$ cat config.mk
export PLATFORM = sky130hd
export DESIGN_NAME = selecter_demux
export DESIGN_NICKNAME = d
export VERILOG_FILES = /design/src/rtl/selecter_demux.sv
export SDC_FILE = /design/constraint.sdc
export NUM_CORES = 1
export LEC_CHECK = 0
export ABC_AREA = 1
export CAP_MARGIN = 20
export CORE_UTILIZATION = 46
export DETAILED_ROUTE_END_ITERATION = 12
export GPL_ROUTABILITY_DRIVEN = 0
export PLACE_DENSITY = 0.77
export SLEW_MARGIN = 20
export SYNTH_ARGS = -nofsm -noshare
export SYNTH_HDL_FRONTEND = slang
export SYNTH_SLANG_ARGS = --single-unit
$ cat constraint.sdc
create_clock -name CLK -period 1.7 [get_ports CLK]
set_input_delay 0.51 -clock CLK [delete_from_list [all_inputs] [get_ports CLK]]
set_output_delay 0.51 -clock CLK [all_outputs]
set_load 0.01 [all_outputs]
$ cat src/rtl/selecter_demux.sv
// Registered 1-to-3 distributor. One input word plus a 2-bit route code goes
// to channel A, B or C, or is dropped. Each channel keeps one word in a
// holding register with a valid/ready handshake.
//
// Ports:
//   CLK          rising-edge clock
//   RST          synchronous reset, active-high, priority over everything
//   I, SW, EN    input word, route code (00 drop, 01 A, 10 B, 11 C), valid
//   RDY          input ready (combinational from SW, Vx, Rx)
//   OA/VA/RA     channel A data, valid (registered), consumer ready
//   OB/VB/RB     channel B data, valid (registered), consumer ready
//   OC/VC/RC     channel C data, valid (registered), consumer ready
//   DROP         saturating count of words accepted with SW=00 (registered)
module selecter_demux #(
  parameter int unsigned W  = 3,
  parameter int unsigned CW = 8
) (
  input  logic          CLK,
  input  logic          RST,
  input  logic [W-1:0]  I,
  input  logic [1:0]    SW,
  input  logic          EN,
  output logic          RDY,
  output logic [W-1:0]  OA,
  output logic          VA,
  input  logic          RA,
  output logic [W-1:0]  OB,
  output logic          VB,
  input  logic          RB,
  output logic [W-1:0]  OC,
  output logic          VC,
  input  logic          RC,
  output logic [CW-1:0] DROP
);

  localparam logic [CW-1:0] DROP_MAX = {CW{1'b1}};

  logic accept;
  logic load_a;
  logic load_b;
  logic load_c;
  logic load_drop;

  // Ready looks only at the selected channel so EN never feeds back into RDY.
  always_comb begin
    RDY = 1'b1;
    case (SW)
      2'b00:   RDY = 1'b1;
      2'b01:   RDY = !VA || RA;
      2'b10:   RDY = !VB || RB;
      2'b11:   RDY = !VC || RC;
      default: RDY = 1'b1;
    endcase
  end

  // Input transfer decode; EN gates everything so an unknown SW is harmless.
  always_comb begin
    accept    = EN && RDY;
    load_drop = accept && (SW == 2'b00);
    load_a    = accept && (SW == 2'b01);
    load_b    = accept && (SW == 2'b10);
    load_c    = accept && (SW == 2'b11);
  end

  // Channel A holding register: load wins over drain for back-to-back flow.
  always_ff @(posedge CLK) begin
    if (RST) begin
      OA <= '0;
      VA <= 1'b0;
    end else if (load_a) begin
      OA <= I;
      VA <= 1'b1;
    end else if (VA && RA) begin
      VA <= 1'b0;
    end
  end

  // Channel B holding register.
  always_ff @(posedge CLK) begin
    if (RST) begin
      OB <= '0;
      VB <= 1'b0;
    end else if (load_b) begin
      OB <= I;
      VB <= 1'b1;
    end else if (VB && RB) begin
      VB <= 1'b0;
    end
  end

  // Channel C holding register.
  always_ff @(posedge CLK) begin
    if (RST) begin
      OC <= '0;
      VC <= 1'b0;
    end else if (load_c) begin
      OC <= I;
      VC <= 1'b1;
    end else if (VC && RC) begin
      VC <= 1'b0;
    end
  end

  // Saturating drop counter: sticks at all-ones instead of wrapping.
  always_ff @(posedge CLK) begin
    if (RST) begin
      DROP <= '0;
    end else if (load_drop && (DROP != DROP_MAX)) begin
      DROP <= DROP + CW'(1);
    end
  end

endmodule

==> run metrics, run 1 <==
largest net degree at the start of global routing 13; type of the worst setup path in -> out; run status finished, final reports clean; met2 track demand over resource roughly 44%; commonest cells in the synthesized netlist 39 x nand2_1, 33 x inv_1, 20 x dfxtp_1; master cell of the clock root buffer clkbuf_4; cell class contributing the biggest share of worst-path delay buffers and inverters; type of destination of the critical path output pin; Max Transition Viols Final 0; leakage power ~0.88 nW; number of enable flip-flop cells after synthesis 0; Req. time, crit path 1.19 ns; post-synth cell types 23; total of warnings raised by yosys 0; CTS tree done; diode count 0; power density relative to cell area 608.7 nW/µm²; global-route wire length before repair between 4000 and 5000 µm; fraction of synthesized area in multiplexers 0%; quantity of hold-fixing buffers added after cts 0; 1st-iter DRT viols 25; Post-Synthesis Cells 158; Routed wire per std cell about 11 µm; combinational family with the most area after synthesis simple AND/OR/NAND/NOR gates; Most used DFF post-synth dfxtp_1; Critical R2R Launch DROP[1]; die height around 50 µm; Worst Hold Path Cells 1; met3 global-route usage around 4.3%; capture endpoint of the worst hold path DROP[0]; hold path startpoint DROP[0]; post-synthesis instance area around 1100 µm²; worst path bufs/invs 3; deepest clock path buffer count 2; kind of path behind the tightest hold check reg -> reg; number of buffers inserted by port buffering 31; Seq cells post-synth 20; net count after synthesis 170; setup skew after layout approximately 0.013 ns; fmax around 0.6 GHz; cell with the most instances after synthesis nand2_1; element type at the critical path start primary input; Most Crowded Layer GR met2; sequential standard cell area around 410 µm²; Max Cap Violations 0; Boundary Pins 32; critical path launch point RB; terminus of the critical flop-to-flop path DROP[4]; post-route ant nets 0; final routed wirelength across all metal layers 2666 µm; Final nets ~220; time the final worst path needs with I/O delays and setup 1.670 ns; detailed-routing iteration count for the pre-antenna-repair pass 4; fraction of the mapped netlist area in compound gates between 7 and 8%; post-route cell area roughly 1600 µm²; count of vias placed by the detailed router around 1100; initial standard-cell utilization of the core approximately 50%; Fill cells 189; post-synthesis share of cell area spent on full adders, half adders and majority gates 1.175%; standard cell area after detailed placement roughly 1500 µm²; fraction of synthesized cell area in xor and xnor cells under 10%; Die ar. ~2500 µm²; layout cells sized above 1 roughly a quarter; die width ~50 µm; critical path, cell by cell dlygate4sd2_1 -> inv_1 -> nand2_2 -> nand2_2 -> nand3_4 -> buf_6; Sinks on Clock Net 20; placeable core area approximately 2200 µm²; post-synth top area cell dfxtp_1; relative slew slack about three quarters; total of endpoints with negative setup slack in the final report 0; Inserted Clock Buffers 3; ys async rst share 0%; number of placement rows 17; CTS H-tree lvls 1; number of hold-slack violations in the final timing report 0; share of the yosys chip area belonging to registers a little under two fifths; antenna violations before repair 0; syn_area_per_cell ~6.7 µm²; unrepaired setup endpoints after global routing no; highest net fanout along the worst path 2; worst slew pin tran 0.3550 ns; drc violations 0; post-route total power ~0.95 mW; layout overhead on the synthesized area 46.77%; gr usage total roughly a quarter; worst-case reg-to-reg path depth 8; maximum single-stage delay on the critical path roughly 0.23 ns; post-DR vias/cell ~4.7; via count of the first global-routing pass around 1100; clock latency reported for the late side of the worst-skew pair around 0.3 ns; Data arrival, critical path about 1.2 ns; CTS clk-pin slew, worst paths 0.12 ns; most common cell type on the critical path nand2_2; cell type of the slowest stage on the worst timing path dlygate4sd2_1; post-synthesis simple-gate area fraction 36.31%; area taken by multi-input logic gates ~510 µm²; Period Utilization, post-route between 90% and 100%; final HPWL from detailed placement just under 2000 µm; M1 GR Usage between 20 and 30%; cell types occupying the most area after synthesis dfxtp_1 38%, nand2_1 14%, inv_1 12%, nand4_1 6.5%, nor2_1 5.6%; area fraction of the dominant cell type after synthesis 37.60%; flop-to-flop setup slack about 0.25 ns; remaining global-route overflow 0; maximum vdd drop 0.5082 mV
## repair_timing
| action | CTS | global route |
|---|---|---|
| setup buffers | 7 | 0 |
| setup endpoints to repair | 15 | 6 |
| gates resized for setup | 37 | 10 |
| pin swaps | 4 | 2 |
## final cells by class
class                           count  area share [%]
Inverter                           36           8.727
Sequential cell                    20           26.02
Multi-Input combinational cell     98           32.83
Timing Repair Buffer               50           27.86
Clock buffer                        4           2.322
Tap cell                           28           2.242
## report_power, final
| part | internal [mW] | switching (mW) | total [mW] |
|---|---|---|---|
| sequential | 0.484 | 0.00862 | 0.492 |
| combinational | 0.0885 | 0.0931 | 0.182 |
| clock | 0.130 | 0.147 | 0.277 |
## how the worst max path moves through the flow
| stage | endpoint | slack, ns | cells past startpoint |
|---|---|---|---|
| finish | RDY | 0.03 | 6 |
| global route | RDY | 0.002 | 6 |
| CTS | OB[0] | 0.005 | 1 |
| detailed placement | RDY | -0.70 | 6 |
| global placement | RDY | -0.68 | 6 |
| floorplan | RDY | 0.21 | 5 |
## placed cells by master, fill, tap and decap left out, drive strengths merged
cell,Yosys,routed
xor2,3,3
nor3,1,1
dlygate4sd2,0,17
nor2,17,17
ha,1,1
nand2,43,43
buf,3,22
nor3b,1,1
clkinv,1,1
a21oi,10,10
clkdlybuf4s15,0,1
nand3,6,6
o21ai,5,5
dlymetal6s2s,0,5
dfxtp,20,20
nand4,11,11
inv,35,35
clkbuf,1,4
clkdlybuf4s50,0,5
## per-layer routing
layer | share of wire (%) | up-vias
met1 | 41 | 499
met2 | 51 | 32
li1 | - | 583
met3 | 6.2 | 6
met4 | 2.6 | 0
met5 | 0 | -
## stage by stage
step / std cells / setup WS (ns) / util [%] / TNS (ns) / hold slack (ns)
2_1_floorplan: 158 / 0.2129 / - / 0 / 0.4994
3_3_place_gp: 225 / -0.6835 / 67.22 / -4.471 / 0.4816
3_5_place_dp: 225 / -0.6996 / 67.22 / -5.088 / 0.4809
4_1_cts: 236 / 0.005353 / 71.16 / 0 / 0.4751
5_1_grt: 236 / 0.001589 / 71.33 / 0 / 0.4927
6_report: 236 / 0.03022 / 71.33 / 0 / 0.4720
## kinds of logic (layout without fill, tap and decap cells)
logic type,after synthesis,count (layout)
xor gates and xnor gates,3,3
DFF,20,20
AOI/OAI and AO/OA,15,15
buffers and inverters,40,90
and+or+nand+nor,79,79
adders and majority gates,1,1
## registers in the layout, indices dropped and copies added, names as in the netlist
register,cells
OC,3
DROP,8
VB,1
VC,1
VA,1
OB,3
OA,3
No activity file was read; power rests on OpenSTA's default activity.
==> inputs of run 2 (changes only) <==
--- a/config.mk
+++ b/config.mk
@@ -10,6 +10,7 @@
 export CORE_UTILIZATION = 46
 export DETAILED_ROUTE_END_ITERATION = 12
 export GPL_ROUTABILITY_DRIVEN = 0
+export HOLD_SLACK_MARGIN = 0.12
 export PLACE_DENSITY = 0.77
 export SLEW_MARGIN = 20
 export SYNTH_ARGS = -nofsm -noshare
==> results of run 2 <==
Final layout, timing and power as in run 1 (identical DEF).
==> inputs of run 3 (changes only) <==
--- a/config.mk
+++ b/config.mk
@@ -10,8 +10,9 @@
 export CORE_UTILIZATION = 46
 export DETAILED_ROUTE_END_ITERATION = 12
 export GPL_ROUTABILITY_DRIVEN = 0
-export HOLD_SLACK_MARGIN = 0.12
+export HOLD_SLACK_MARGIN = 0.03
 export PLACE_DENSITY = 0.77
+export RECOVER_POWER = 50
 export SLEW_MARGIN = 20
 export SYNTH_ARGS = -nofsm -noshare
 export SYNTH_HDL_FRONTEND = slang
==> run metrics, run 3 (synthesis results as in run 1) <==
flip-flop count of the largest register, all copies and words added 8; number of placement rows 17; most common cell type on the critical path nand2_2; critical path, cell by cell dlygate4sd2_1 -> inv_1 -> nand2_2 -> nand2_2 -> nand3_4 -> buf_6; Die ar. between 2000 and 3000 µm²; post-DR vias/cell 4.754; Worst Hold Path Cells 1; drc violations 0; maximum vdd drop between 0.5 and 0.6 mV; Critical R2R Launch DROP[1]; maximum single-stage delay on the critical path 0.23 ns; commonest cells after routing, fill and taps aside 36 x nand2_1, 32 x inv_1, 19 x buf_4; diode count 0; cell type of the slowest stage on the worst timing path dlygate4sd2_1; antenna violations before repair 0; number of buffers inserted by port buffering 31; CTS H-tree lvls 1; 1st-iter DRT viols 21; type of destination of the critical path output pin; master cell of the clock root buffer clkbuf_4; detailed-routing iteration count for the pre-antenna-repair pass 4; die width ~50 µm; kind of path behind the tightest hold check reg -> reg; summed negative setup slack over all endpoints 0 ns; Max Transition Viols Final 0; Period Utilization, post-route 98.22%; total of endpoints with negative setup slack in the final report 0; layout cells sized above 1 between 20% and 30%; leakage power 0.7890 nW; initial standard-cell utilization of the core between 40% and 50%; fmax ~0.6 GHz; type of the worst setup path in -> out; worst slew pin tran 0.3524 ns; minimum hold slack ~0.47 ns; layout overhead on the synthesized area 44.18%; hold path startpoint DROP[0]; Reg with most FFs DROP; final routed wirelength across all metal layers roughly 2600 µm; Inserted Clock Buffers 3; power density relative to cell area 615.7 nW/µm²; terminus of the critical flop-to-flop path DROP[4]; CTS tree done; gr usage total a little under a quarter; Boundary Pins 32; remaining global-route overflow 0; worst-case reg-to-reg path depth 8; Req. time, crit path 1.19 ns; time the final worst path needs with I/O delays and setup roughly 1.7 ns; number of hold-slack violations in the final timing report 0; Final nets roughly 220; highest net fanout along the worst path 2; flop-to-flop setup slack approximately 0.25 ns; Sinks on Clock Net 20; Data arrival, critical path 1.16 ns; placeable core area between 2000 and 2500 µm²; Max Cap Violations 0; count of vias placed by the detailed router about 1100; quantity of hold-fixing buffers added after cts 0; element type at the critical path start primary input; post-route ant nets 0; commonest non-fill, non-tap cell in the layout nand2_1; clock latency reported for the late side of the worst-skew pair roughly 0.30 ns; setup skew after layout 0.01208 ns; die height between 50 and 60 µm; largest net degree at the start of global routing 13; CTS clk-pin slew, worst paths ~0.12 ns; Routed wire per std cell about 11 µm; unrepaired setup endpoints after global routing no; via count of the first global-routing pass ~1100; run status finished, final reports clean; capture endpoint of the worst hold path DROP[0]; global-route wire length before repair 4450 µm; relative slew slack between 70% and 80%; final HPWL from detailed placement about 1900 µm; deepest clock path buffer count 2
-- run 3: changes by cell type in the layout (fill, tap and decap cells not counted), sizes merged --
cell,before,now
clkdlybuf4s50,5,4
dlymetal6s2s,5,0
dlygate4sd3,0,1
clkdlybuf4s25,0,5
-- run 3: power breakdown --
part / internal [mW] / leakage [nW] / switching (mW)
clock: 0.130 / 0.0210 / 0.145
combinational: 0.0867 / 0.603 / 0.0905
sequential: 0.484 / 0.165 / 0.00884
-- run 3: how the worst max path moves through the flow --
stage | start | end | slack [ns] | cells past startpoint
after floorplan | SW[1] | RDY | 0.21 | 5
after CTS | OB[0] | OB[0] | 0.005 | 1
after global routing | RC | RDY | 0.002 | 6
final | RB | RDY | 0.03 | 6
after detailed placement | SW[0] | RDY | -0.70 | 6
after global placement | SW[0] | RDY | -0.68 | 6
-- run 3: per-stage QoR --
step	utilization (%)	std cells	area [µm²]	total power, mW	worst slack [ns]
2_1_floorplan	-	158	1065	0.5919	0.2129
3_5_place_dp	67.22	225	1473	0.6800	-0.6996
6_report	70.07	236	1535	0.9453	0.03022
4_1_cts	71.16	236	1559	0.9582	0.005353
3_3_place_gp	67.22	225	1473	0.6754	-0.6835
5_1_grt	70.07	236	1535	0.9984	0.001589
-- run 3: routing by layer --
layer	GRT usage, %	wire length, µm
met5	0	0
met1	25.05	1049
met3	4.321	145
met2	43.56	1373
met4	10.95	63
-- run 3: layout make-up --
| class | count | area [µm²] |
|---|---|---|
| clock buffers | 4 | 36.28 |
| fillers | 197 | 655.6 |
| repair buffers | 50 | 422.9 |
| flip-flops and latches | 20 | 406.6 |
| multi-input cells | 98 | 498.0 |
| inverters | 36 | 136.4 |
| well taps | 28 | 35.03 |
-- run 3: repair_timing --
item                       in CTS  in global routing
buffers inserted                7                  0
setup endpoints to repair      15                  6
resized for setup              37                 10
pin swaps                       4                  2
-- run 3: worst max-delay path, delay by kind of cell --
family,cells,cell delay (ns)
buffers and inverters,3,0.41
AND/OR/NAND/NOR,3,0.24
